File: config.mk
export PLATFORM = sky130hd
export DESIGN_NAME = addr_encode
export DESIGN_NICKNAME = d
export VERILOG_FILES = /design/src/rtl/addr_encode_pkg.sv /design/src/rtl/addr_encode_sync_fifo.sv /design/src/rtl/addr_encode.sv
export SDC_FILE = /design/constraint.sdc
export NUM_CORES = 1
export LEC_CHECK = 0
export BUFFER_PORTS_ARGS = -buffer_cell sky130_fd_sc_hd__buf_2
export CAP_MARGIN = 40
export CORE_ASPECT_RATIO = 0.5
export CORE_MARGIN = 1
export CORE_UTILIZATION = 50
export CTS_CLUSTER_DIAMETER = 120
export DETAILED_ROUTE_END_ITERATION = 6
export PLACE_DENSITY = 0.67
export RECOVER_POWER = 25
export SYNTH_ARGS = -nofsm -noshare
export SYNTH_HDL_FRONTEND = slang
export SYNTH_SLANG_ARGS = --single-unit
File: constraint.sdc
create_clock -name clk -period 3.8 [get_ports clk]
set_clock_uncertainty 0.05 [all_clocks]
set_input_delay 0.76 -clock clk [delete_from_list [all_inputs] [get_ports clk]]
set_output_delay 0.76 -clock clk [all_outputs]
set_load 0.02 [all_outputs]
File: src/rtl/addr_encode_pkg.sv
// Shared constants and state encoding for the 16-bit address/data link.
package addr_encode_pkg;

  localparam int ADDR_W = 2;
  localparam int DATA_W = 14;
  localparam int WORD_W = ADDR_W + DATA_W;

  typedef enum logic {
    ST_STOPPED = 1'b0,
    ST_RUN     = 1'b1
  } state_t;

  // Address occupies the top bits so the receiver splits on a fixed boundary.
  function automatic logic [WORD_W-1:0] pack_word(input logic [ADDR_W-1:0] a,
                                                  input logic [DATA_W-1:0] d);
    return {a, d};
  endfunction

endpackage

File: src/rtl/addr_encode_sync_fifo.sv
// Single-clock FIFO with first-word-fall-through head and registered full flag.
module sync_fifo #(
  parameter int DEPTH  = 16,
  parameter int WORD_W = 16,
  localparam int AW    = $clog2(DEPTH)
) (
  input  logic              clk,
  input  logic              rst,
  input  logic              push,
  input  logic              pop,
  input  logic [WORD_W-1:0] wdata,
  output logic [WORD_W-1:0] head,
  output logic              full,
  output logic              empty,
  output logic [AW:0]       level
);

  logic [WORD_W-1:0] r_mem [DEPTH];
  logic [AW-1:0]     r_wr_ptr, r_rd_ptr;
  logic [AW:0]       r_level, w_level_nxt;
  logic              r_full;
  logic              w_push, w_pop;

  // A full FIFO refuses a push even when a pop frees a slot in the same cycle.
  assign w_push = push && !r_full;
  assign w_pop  = pop && (r_level != '0);

  // Occupancy bookkeeping; the extra level bit separates full from empty.
  always_comb begin
    w_level_nxt = r_level;
    case ({w_push, w_pop})
      2'b10:   w_level_nxt = r_level + (AW+1)'(1);
      2'b01:   w_level_nxt = r_level - (AW+1)'(1);
      default: w_level_nxt = r_level;
    endcase
  end

  // Pointers wrap naturally because DEPTH is a power of two.
  always_ff @(posedge clk) begin
    if (rst) begin
      r_wr_ptr <= '0;
      r_rd_ptr <= '0;
      r_level  <= '0;
      r_full   <= 1'b0;
    end else begin
      if (w_push) r_wr_ptr <= r_wr_ptr + AW'(1);
      if (w_pop)  r_rd_ptr <= r_rd_ptr + AW'(1);
      r_level <= w_level_nxt;
      r_full  <= (w_level_nxt == (AW+1)'(DEPTH));
    end
  end

  // Storage needs no reset; validity is tracked by the level.
  always_ff @(posedge clk) begin
    if (w_push) r_mem[r_wr_ptr] <= wdata;
  end

  assign head  = r_mem[r_rd_ptr];
  assign full  = r_full;
  assign empty = (r_level == '0);
  assign level = r_level;

endmodule

File: src/rtl/addr_encode.sv
// Transmit side of the address/data link: buffers words and launches one per
// forwarded-clock period, stopping the clock cleanly when disabled.
module addr_encode
  import addr_encode_pkg::*;
#(
  parameter int               DEPTH     = 16,
  parameter int               CLK_DIV   = 4,
  parameter logic [WORD_W-1:0] IDLE_WORD = '0,
  localparam int              LW        = $clog2(DEPTH) + 1
) (
  input  logic              clk,
  input  logic              rst,
  input  logic              enable,
  input  logic [ADDR_W-1:0] addr_in,
  input  logic [DATA_W-1:0] data_in,
  input  logic              in_valid,
  output logic              in_ready,
  output logic [WORD_W-1:0] data_out,
  output logic              clk_out,
  output logic              tx_active,
  output logic [LW-1:0]     fifo_level
);

  localparam int PW = (CLK_DIV > 2) ? $clog2(CLK_DIV) : 1;

  state_t            r_state, w_state_nxt;
  logic [PW-1:0]     r_phase, w_phase_nxt;
  logic              r_clk_out, w_clk_nxt;
  logic [WORD_W-1:0] r_data_out, w_data_nxt;
  logic              w_launch, w_pop, w_push;
  logic              w_full, w_empty;
  logic [WORD_W-1:0] w_head;

  assign w_push = in_valid && !w_full;

  sync_fifo #(.DEPTH(DEPTH), .WORD_W(WORD_W)) u_fifo (
    .clk   (clk),
    .rst   (rst),
    .push  (w_push),
    .pop   (w_pop),
    .wdata (pack_word(addr_in, data_in)),
    .head  (w_head),
    .full  (w_full),
    .empty (w_empty),
    .level (fifo_level)
  );

  // State and phase registers.
  always_ff @(posedge clk) begin
    if (rst) begin
      r_state <= ST_STOPPED;
      r_phase <= '0;
    end else begin
      r_state <= w_state_nxt;
      r_phase <= w_phase_nxt;
    end
  end

  // Next state: a running period always completes; enable is only sampled at its end.
  always_comb begin
    w_state_nxt = r_state;
    w_phase_nxt = r_phase;
    case (r_state)
      ST_STOPPED: begin
        w_phase_nxt = '0;
        if (enable) w_state_nxt = ST_RUN;
      end
      ST_RUN: begin
        if (r_phase == PW'(CLK_DIV-1)) begin
          w_phase_nxt = '0;
          if (!enable) w_state_nxt = ST_STOPPED;
        end else begin
          w_phase_nxt = r_phase + PW'(1);
        end
      end
      default: begin
        w_state_nxt = ST_STOPPED;
        w_phase_nxt = '0;
      end
    endcase
  end

  // Output decode: launch whenever the next cycle is phase 0 of a running period.
  always_comb begin
    w_launch   = (w_state_nxt == ST_RUN) && (w_phase_nxt == '0);
    w_pop      = w_launch && !w_empty;
    w_clk_nxt  = (w_state_nxt == ST_RUN) && (w_phase_nxt >= PW'(CLK_DIV/2));
    w_data_nxt = r_data_out;
    if (w_state_nxt != ST_RUN) w_data_nxt = '0;
    else if (w_launch)         w_data_nxt = w_empty ? IDLE_WORD : w_head;
  end

  // Registered link outputs so clk_out and data_out are glitch-free.
  always_ff @(posedge clk) begin
    if (rst) begin
      r_clk_out  <= 1'b0;
      r_data_out <= '0;
    end else begin
      r_clk_out  <= w_clk_nxt;
      r_data_out <= w_data_nxt;
    end
  end

  assign clk_out   = r_clk_out;
  assign data_out  = r_data_out;
  assign tx_active = (r_state == ST_RUN);
  assign in_ready  = !w_full;

endmodule

Word level (Yosys, flattened, before mapping)
Memory sizes are Yosys's and may differ from the RTL's. A register that Yosys moved wholly into a read port is not among the register bits.
Cells that the tools add are included.
{"block": "classes", "n_addsub": 5, "order_cmp": 1, "n_reduce_logical": 12, "bitwise": 2, "muxes": 11, "eq_ne": 4}
{"cell": "16-bit two-way mux", "n": 1}
{"cell": "5-bit one-hot mux with 2 select lines", "n": 1}
{"cell": "4-bit by 1-bit adder with 4-bit output (second input constant)", "n": 2}
{"cell": "4-bit two-way mux", "n": 2}
{"cell": "1-bit logical AND", "n": 6}
{"cell": "5-bit by 1-bit adder with 5-bit output (second input constant)", "n": 1}
{"cell": "5-bit equality test (second input constant)", "n": 1}
{"cell": "5-bit zero test", "n": 1}
{"cell": "5-bit nonzero test", "n": 1}
{"cell": "5-bit by 1-bit subtractor with 5-bit output (second input constant)", "n": 1}
{"cell": "2-bit equality test (second input constant)", "n": 2}
{"cell": "1-bit two-way mux", "n": 4}
{"cell": "2-bit one-hot mux with 2 select lines", "n": 1}
{"cell": "2-bit by 1-bit adder with 2-bit output (second input constant)", "n": 1}
{"cell": "2-bit by 1-bit equality test with 1-bit output (second input constant)", "n": 1}
{"cell": "2-bit >= comparator (second input constant)", "n": 1}
{"cell": "1-bit zero test", "n": 2}
{"cell": "2-bit zero test", "n": 1}
{"cell": "2-bit two-way mux", "n": 1}
{"cell": "1-bit NOT", "n": 2}
{"cell": "1-bit one-hot mux with 2 select lines", "n": 1}
{"cell": "2-bit OR reduction", "n": 1}
{"block": "totals", "mem_count": 1, "ff_bits": 34, "out_inout_bits": 24, "ramBits": 256}
{"memory": "u_fifo.r_mem", "words": 16, "width": 16, "rd": 1, "rd_clocked_by_memory_dff": 1, "wr": 1, "line": "addr_encode_sync_fifo.sv:18", "text": "logic [WORD_W-1:0] r_mem [DEPTH];"}

Depth between registers and ports, before layout
Gate-level depths: netlist of run 1.
{"block": "depth", "ltp_word": 10, "ltp_mapped": 11, "ltp_nobuf": 11}

Modules after synthesis
From an unflattened synthesis of run 1, not the netlist that was laid out.
{"block": "hier_totals", "cells_unflattened": 570, "area_unflattened_um2": 11735.0}
{"mod": "sync_fifo", "instances": 1, "area_per_inst_um2": 10712.8, "cells_per_inst": 471, "seq_area_each_um2": 8047.7}
{"mod": "addr_encode", "instances": 1, "area_per_inst_um2": 1022.2, "cells_per_inst": 99, "seq_area_each_um2": 400.4}

Worst setup path before layout of run 1
OpenSTA, ideal clock, no wires.
{"block": "synth_timing", "path_type": "input-to-reg", "startpoint": "input in_valid", "endpoint": "memory u_fifo.r_mem[3][0] (enable)", "t_required_ns": 3.341, "setup_time_ns": 0.409, "path_slack_ns": 0.888, "n_path_buf": 1, "arrival_ns": 2.453, "cell_stages": 4, "cell_sequence": "nor2b_1 > clkbuf_1 > nand2_1 > nor3_1"}
{"block": "synth_via", "elab_chain_len": 4}
{"element": "start, declared", "line": "addr_encode.sv:16", "text": "input logic in_valid,"}
{"element": "1-bit logical AND", "line": "addr_encode.sv:34", "text": "assign w_push = in_valid && !w_full;"}
{"element": "1-bit logical AND", "line": "addr_encode_sync_fifo.sv:25", "text": "assign w_push = push && !r_full;"}
{"element": "1-bit two-way mux", "line": "addr_encode_sync_fifo.sv:55", "text": "if (w_push) r_mem[r_wr_ptr] <= wdata;"}
{"element": "1-bit two-way mux (implied by the code)", "line": "addr_encode_sync_fifo.sv:55"}
{"element": "end, declared", "line": "addr_encode_sync_fifo.sv:18"}
No other way between the ends.

Worst setup path after layout of run 1
{"block": "layout_timing", "startpoint": "register r_phase[0]", "endpoint": "register u_fifo.r_full (netlist: u_fifo.full)"}
{"block": "layout_via", "elab_chain_len": 10, "elab_cells_between_ends": 14, "cone_classes": "1 x add/sub; 4 x eq/ne; 5 x mux; 4 x reduce/logical"}
{"element": "start, declared", "line": "addr_encode.sv:27", "text": "logic [PW-1:0] r_phase, w_phase_nxt;"}
{"element": "start signal, assigned", "line": "addr_encode.sv:55", "text": "r_phase <= w_phase_nxt;"}
{"element": "2-bit by 1-bit adder with 2-bit output or 2-bit equality test (tied branches)", "line": "addr_encode.sv:73, addr_encode.sv:69"}
{"element": "2-bit two-way mux", "line": "addr_encode.sv:69", "text": "if (r_phase == PW'(CLK_DIV-1)) begin"}
{"element": "2-bit one-hot mux with 2 select lines", "line": "addr_encode.sv:63", "text": "case (r_state)"}
{"element": "2-bit zero test", "line": "addr_encode.sv:85", "text": "w_launch = (w_state_nxt == ST_RUN) && (w_phase_nxt == '0);"}
{"element": "1-bit logical AND (*)", "line": "addr_encode.sv:85"}
{"element": "1-bit logical AND (*)", "line": "addr_encode.sv:86", "text": "w_pop = w_launch && !w_empty;"}
{"element": "1-bit logical AND (*)", "line": "addr_encode_sync_fifo.sv:26", "text": "assign w_pop = pop && (r_level != '0);"}
{"element": "2-bit by 1-bit equality test with 1-bit output or 2-bit equality test (tied branches)", "line": "addr_encode_sync_fifo.sv:31", "text": "case ({w_push, w_pop})"}
{"element": "5-bit one-hot mux with 2 select lines (*)", "line": "addr_encode_sync_fifo.sv:31"}
{"element": "5-bit equality test (*)", "line": "addr_encode_sync_fifo.sv:49", "text": "r_full <= (w_level_nxt == (AW+1)'(DEPTH));"}
{"element": "end signal, assigned", "line": "addr_encode_sync_fifo.sv:49"}
{"element": "end, declared", "line": "addr_encode_sync_fifo.sv:21", "text": "logic r_full;"}
Every way passes the cells marked *; elsewhere a longest branch is shown, timed or not.
A chain may end at the register's enable or synchronous reset.

==> results of run 1 <==
layout make-up:
class / count / area (um2)
Fill cell: 1616 / 9060
Clock inverter: 19 / 208
Multi-Input combinational cell: 278 / 2820
Timing Repair Buffer: 68 / 418
Clock buffer: 27 / 643
Inverter: 7 / 26.3
Tap cell: 300 / 375
Sequential cell: 294 / 8460
worst paths after layout:
kind / startpoint / end / slack, ns / depth (start not counted)
worst min-delay path: data_out[7] / data_out[7] / 0.43 / 1
worst min register to register: data_out[7] / data_out[7] / 0.43 / 1
worst max-delay path: r_phase[0] / u_fifo.full / 0.71 / 11
worst max register to register: r_phase[0] / u_fifo.full / 0.71 / 11
where the power goes:
part	switching, mW	leakage (nW)	total, mW	internal, mW
logic	0.579	1.09	1.04	0.456
registers	0.118	2.62	3.73	3.61
clock network	1.17	0.406	2.67	1.50
total	1.86	4.12	7.44	5.58
routing by layer:
layer	vias up	GRT usage	routed length (um)
li1	2555	-	-
met3	31	0.0519	1620
met2	178	0.325	10800
met5	-	0	0
met4	0	0.0496	499
met1	2994	0.304	10800
per-stage QoR:
stage | utilization | total power, mW | setup slack [ns] | instance area, um2 | hold slack, ns
finish | 0.588 | 7.44 | 0.711 | 13000 | 0.429
global route | 0.588 | 7.73 | 0.495 | 13000 | 0.444
CTS | 0.589 | 7.51 | 0.693 | 13000 | 0.431
detailed placement | 0.550 | 4.85 | 0.632 | 12100 | 0.410
global placement | 0.550 | 4.83 | 0.745 | 12100 | 0.411
floorplan | - | 4.55 | 0.888 | 11400 | 0.398
kinds of logic after synthesis:
family,count (synthesis),share of synthesized area
simple gates,98,0.0385
fa+ha+maj,9,0.00986
compound gates,62,0.0473
flops,294,0.740
xor+xnor,11,0.00844
mux,98,0.139
buf+inv,41,0.0173
cell usage in the layout, fill, tap and decap left out, drive strengths merged, types with 7 or more instances in the layout:
cell type	n
ha	9
mux2i	50
mux4	48
nand2	7
a22o	16
nor2	65
inv	8
clkbuf	41
clkinv	9
dfxtp	38
nor3	8
buf	54
a2111oi	17
a21oi	23
edfxtp	256
state kept, by name, indices dropped and copies added, names as in the netlist, named ones only:
name / count
u_fifo.r_rd_ptr: 4
tx_active: 1
clk_out: 1
u_fifo.full: 1
u_fifo.r_mem: 256
data_out: 16
r_phase: 2
u_fifo.level: 5
u_fifo.r_wr_ptr: 4
==> impl_metrics.toml, run 1 <==
[setup_path]
startpoint_type = "register"
critical_path.top_delay_family = "adder cells"
path_class = "reg -> reg"
path_common_cell = "ha_1"
cp_max_fo = 7
critPathBufInv = 0
crit_chain = "ha_1 -> nand4bb_1 -> a32oi_2 -> ha_1 -> xor2_1 -> ha_1 -> a21oi_1 -> nor4b_1 -> o21a_1 -> nor3_2 -> and4b_1"
slowest_stage = "a32oi_2"
cp-end-kind = "register"
cp.required_ns = 4.18
cp_slowest_stage_delay_ns = 0.41
critical_path_arrival_ns = 3.47

[cts]
hold_buffers = 0
cts_tree = "built"
numCtsBuffers = 25
clk_path_buf_depth = 3
clock_latency_ns = 0.54
cts_setup_buffers = 0
cts_root_buf = "clkbuf_16"
cts.repair.resized = 0
cts_sinks = 294
clk_pin_slew_ns = 0.07
htreeDepth = 1

[logic_synthesis]
yosysMostFrequentCell = "edfxtp_1"
synth_edf_count = 256
yosysWarnings = 0
synth.top_cells.by_count = "256 x edfxtp_1, 65 x nor2_1, 50 x mux2i_1"
yosysSeqAreaShare = 0.740
synth_area_leaders = "edfxtp_1 67%, mux4_2 9.3%, dfxtp_1 6.7%, mux2i_1 4.4%, nor2_1 2.1%"
syn-mean-instance-area_um2 = 18.6
synth_cells = 613
yosys_most_used_dff = "edfxtp_1"
synth.largest_area_cell = "edfxtp_1"
synth-seq-cells = 294
synth_cell_type_count = 40
ys_async_sr_fraction = 0
synth_nets = 642
synth.cell_area_um2 = 11400
synth_top_area_frac = 0.673

[outcome]
status = "finished clean"

[global_routing]
grtUsageTotal = 0.210
grt_pass1_wl_um = 35700
grt_pass1_vias = 5843
grt_antenna_before_repair = 0
grt_max_degree = 51
grt.overflow.total = 0

[worst_hold_path]
hp-class = "reg -> reg"

[floorplanning]
fp.dieW_um = 216
core_area_um2 = 22000
num_rows = 38
die-area_um2 = 23500
die_y_um = 109
io-pin-count = 44
initial_core_util = 0.519

[run]
max_cap_viol_count = 0

[detailed_routing]
avgRoutedWirePerCell_um = 23.9
routed_via_density = 5.80
drt-initial-drc-count = 500
antenna_left = 0
firstDrtPassIters = 5
wl_um = 23800
drc = 0
vias = 5758

[timing]
fin_crit_ns = 3.09
hold_viol_final = 0
min_period_over_period = 0.813
rsz0062_at_grt = "false"
drv_slew = 0
slew_headroom = 0.407
worstMarginPinSlew_ns = 0.889
fmax_mhz = 324
setup_viol = 0
finalSetupTns_ns = 0

[placed_design]
dp.cells = 947
port_buffers = 43
dp_hpwl_um = 12900
routabilityCongestion = 0.767

[power_and_ir_drop]
p_per_area_nw_per_um2 = 574
power_leakage_nw = 4.12
vdd_drop_max_mv = 0.306

[layout]
area_growth_pct = 13.4
diodes = 0
fin_nets = 703
layoutNonFillerInstCount = 993
drive_gt1_frac = 0.255
Power figures use the tool's default switching activity.
==> inputs of run 2 (changes only) <==
PLACE_DENSITY = 0.69   (was 0.67)
clock period = 2.6 ns   (was 3.8 ns; I/O delays follow)
==> run 2 against run 1 <==
  * Combinational power increased by 60%
  * Power increased by 44%
  * Non-clock buffer count increased by 18
  * Cell count increased by 1.8%
  * Count of clock-buffer cells in the layout increased by 14
  * Global-route usage decreased by 0.55 points
  * Fmax increased by 24%
  * Clock power increased by 35%
  * Critical path depth unchanged
==> impl_metrics.toml, run 2 (synthesized netlist as in run 1, its figures left out) <==
[power_and_ir_drop]
vdd_drop_max_mv = 0.525
power_leakage_nw = 4.20
p_per_area_nw_per_um2 = 816
power.share.clock = 0.337
p_int_mw = 8.09
p_seq_frac = 0.508
totalPowerFinal_mw = 10.7
switching_share = 0.244
combPwrFrac = 0.155
p_switching_mw = 2.62

[timing]
rsz0062_at_grt = "true"
drv_slew = 0
hold_viol_final = 0
fmax_mhz = 401
setup_viol = 0
holdWs_ns = 0.301
min_period_over_period = 0.960
fin_crit_ns = 2.50
worstMarginPinSlew_ns = 0.797
finalSetupTns_ns = 0
slew_headroom = 0.469

[cts]
clk_pin_slew_ns = 0.06
htreeDepth = 1
cts_tree = "built"
cts_setup_buffers = 0
cts_sinks = 294
cts_root_buf = "clkbuf_16"
clock_latency_ns = 0.52
clk_path_buf_depth = 3
numCtsBuffers = 25

[detailed_routing]
drc = 0
vias = 5840
antenna_left = 0
avgRoutedWirePerCell_um = 23.1
wl_um = 23300
firstDrtPassIters = 5
drt-initial-drc-count = 466
routed_via_density = 5.78

[layout]
layoutNonFillerInstCount = 1011
largest_reg_flops = 256
diodes = 0
stdcell_area_um2 = 13100
layout_common_cells = "256 x edfxtp_1, 53 x nor2_1, 50 x mux2i_1"
layout_commonest_cell = "edfxtp_1"
area_growth_pct = 14.9
regMostFlops = "u_fifo.r_mem"
fillerInstances = 1597
drive_gt1_frac = 0.283
fin_nets = 721

[global_routing]
grt.overflow.total = 0
grtUsageTotal = 0.205
grt_pass1_vias = 5826
grt_antenna_before_repair = 0
grt_pass1_wl_um = 35100
grt_max_degree = 34

[placed_design]
routabilityCongestion = 0.760
dpl_cell_area_um2 = 12300
dp.cells = 965
port_buffers = 43
dp_hpwl_um = 14000

[setup_path]
startpoint_type = "register"
slowest_stage = "dfxtp_4"
reg2reg_slack_ns = 0.10
cp-end-kind = "register"
cp.required_ns = 2.97
path_common_cell = "ha_2"
r2r-end = "u_fifo.full"
critical_path_arrival_ns = 2.86
r2r_start = "r_phase[0]"
crit_chain = "ha_4 -> nand4bb_1 -> a32oi_2 -> ha_2 -> xor2_1 -> ha_2 -> a21oi_1 -> nor4b_2 -> o21a_1 -> nor3_2 -> and4b_1"
cp_max_fo = 5
rr_worst_depth = 11
endpoint = "u_fifo.full"
cp_slowest_stage_delay_ns = 0.36
path_class = "reg -> reg"
crit_start = "r_phase[0]"

[floorplanning]
num_rows = 38
initial_core_util = 0.519
die-area_um2 = 23500
core_area_um2 = 22000
fp.dieW_um = 216
io-pin-count = 44
die_y_um = 109

[outcome]
status = "finished clean"

[run]
max_cap_viol_count = 0

[worst_hold_path]
hp-class = "in -> reg"
run 2: layout make-up:
cell class                      instances  area (um2)  area share
Clock buffer                           41         777      0.0592
Clock inverter                          5        28.8     0.00219
Inverter                                7        26.3     0.00200
Multi-Input combinational cell        278        2870       0.218
Sequential cell                       294        8460       0.645
Tap cell                              300         375      0.0286
Timing Repair Buffer                   86         587      0.0447
run 2: repair_timing:
action / CTS / global route
endpoints found under the setup margin: 0 / 1
resized for setup: 0 / 2
hold buffers: 0 / 0
run 2: worst min path at each step:
stage,from,end,slack [ns],depth (start not counted)
global placement,r_phase[0],r_phase[0],0.40,1
global route,rst,u_fifo.r_wr_ptr[3],0.31,2
floorplan,r_phase[0],r_phase[0],0.39,1
CTS,enable,tx_active,0.29,3
finish,enable,tx_active,0.30,3
detailed placement,data_out[9],data_out[9],0.41,1
run 2: worst max-delay path: cells and delay by family (launching register included):
family / cells / cell delay (ns)
AND/OR/NAND/NOR: 4 / 0.69
XOR/XNOR: 1 / 0.16
flip-flops: 1 / 0.36
adder cells (fa/ha/maj): 3 / 0.68
AO/OA/AOI/OAI: 3 / 0.46
run 2: stage by stage:
step | worst slack, ns | utilization
6_report | 0.103 | 0.596
5_1_grt | -0.0344 | 0.596
4_1_cts | 0.00543 | 0.597
3_5_place_dp | 0.0141 | 0.560
3_3_place_gp | 0.0801 | 0.560
2_1_floorplan | -0.0635 | -
run 2: power by group through the flow:
stage | Combinational, mW | Sequential [mW] | Clock, mW
3_5_place_dp | 1.67 | 5.54 | 0
3_3_place_gp | 1.64 | 5.53 | 0
5_1_grt | 1.81 | 5.46 | 3.85
4_1_cts | 1.68 | 5.44 | 3.67
6_report | 1.66 | 5.44 | 3.61
2_1_floorplan | 1.14 | 5.52 | 0
run 2: layer usage:
metal	share of wire	routed length, um	track usage	vias to the layer above
li1	-	-	-	2601
met1	0.44	10200	0.300	2979
met2	0.47	11000	0.331	233
met3	0.079	1850	0.0332	27
met4	0.013	299	0.0380	0
met5	0	0	0	-
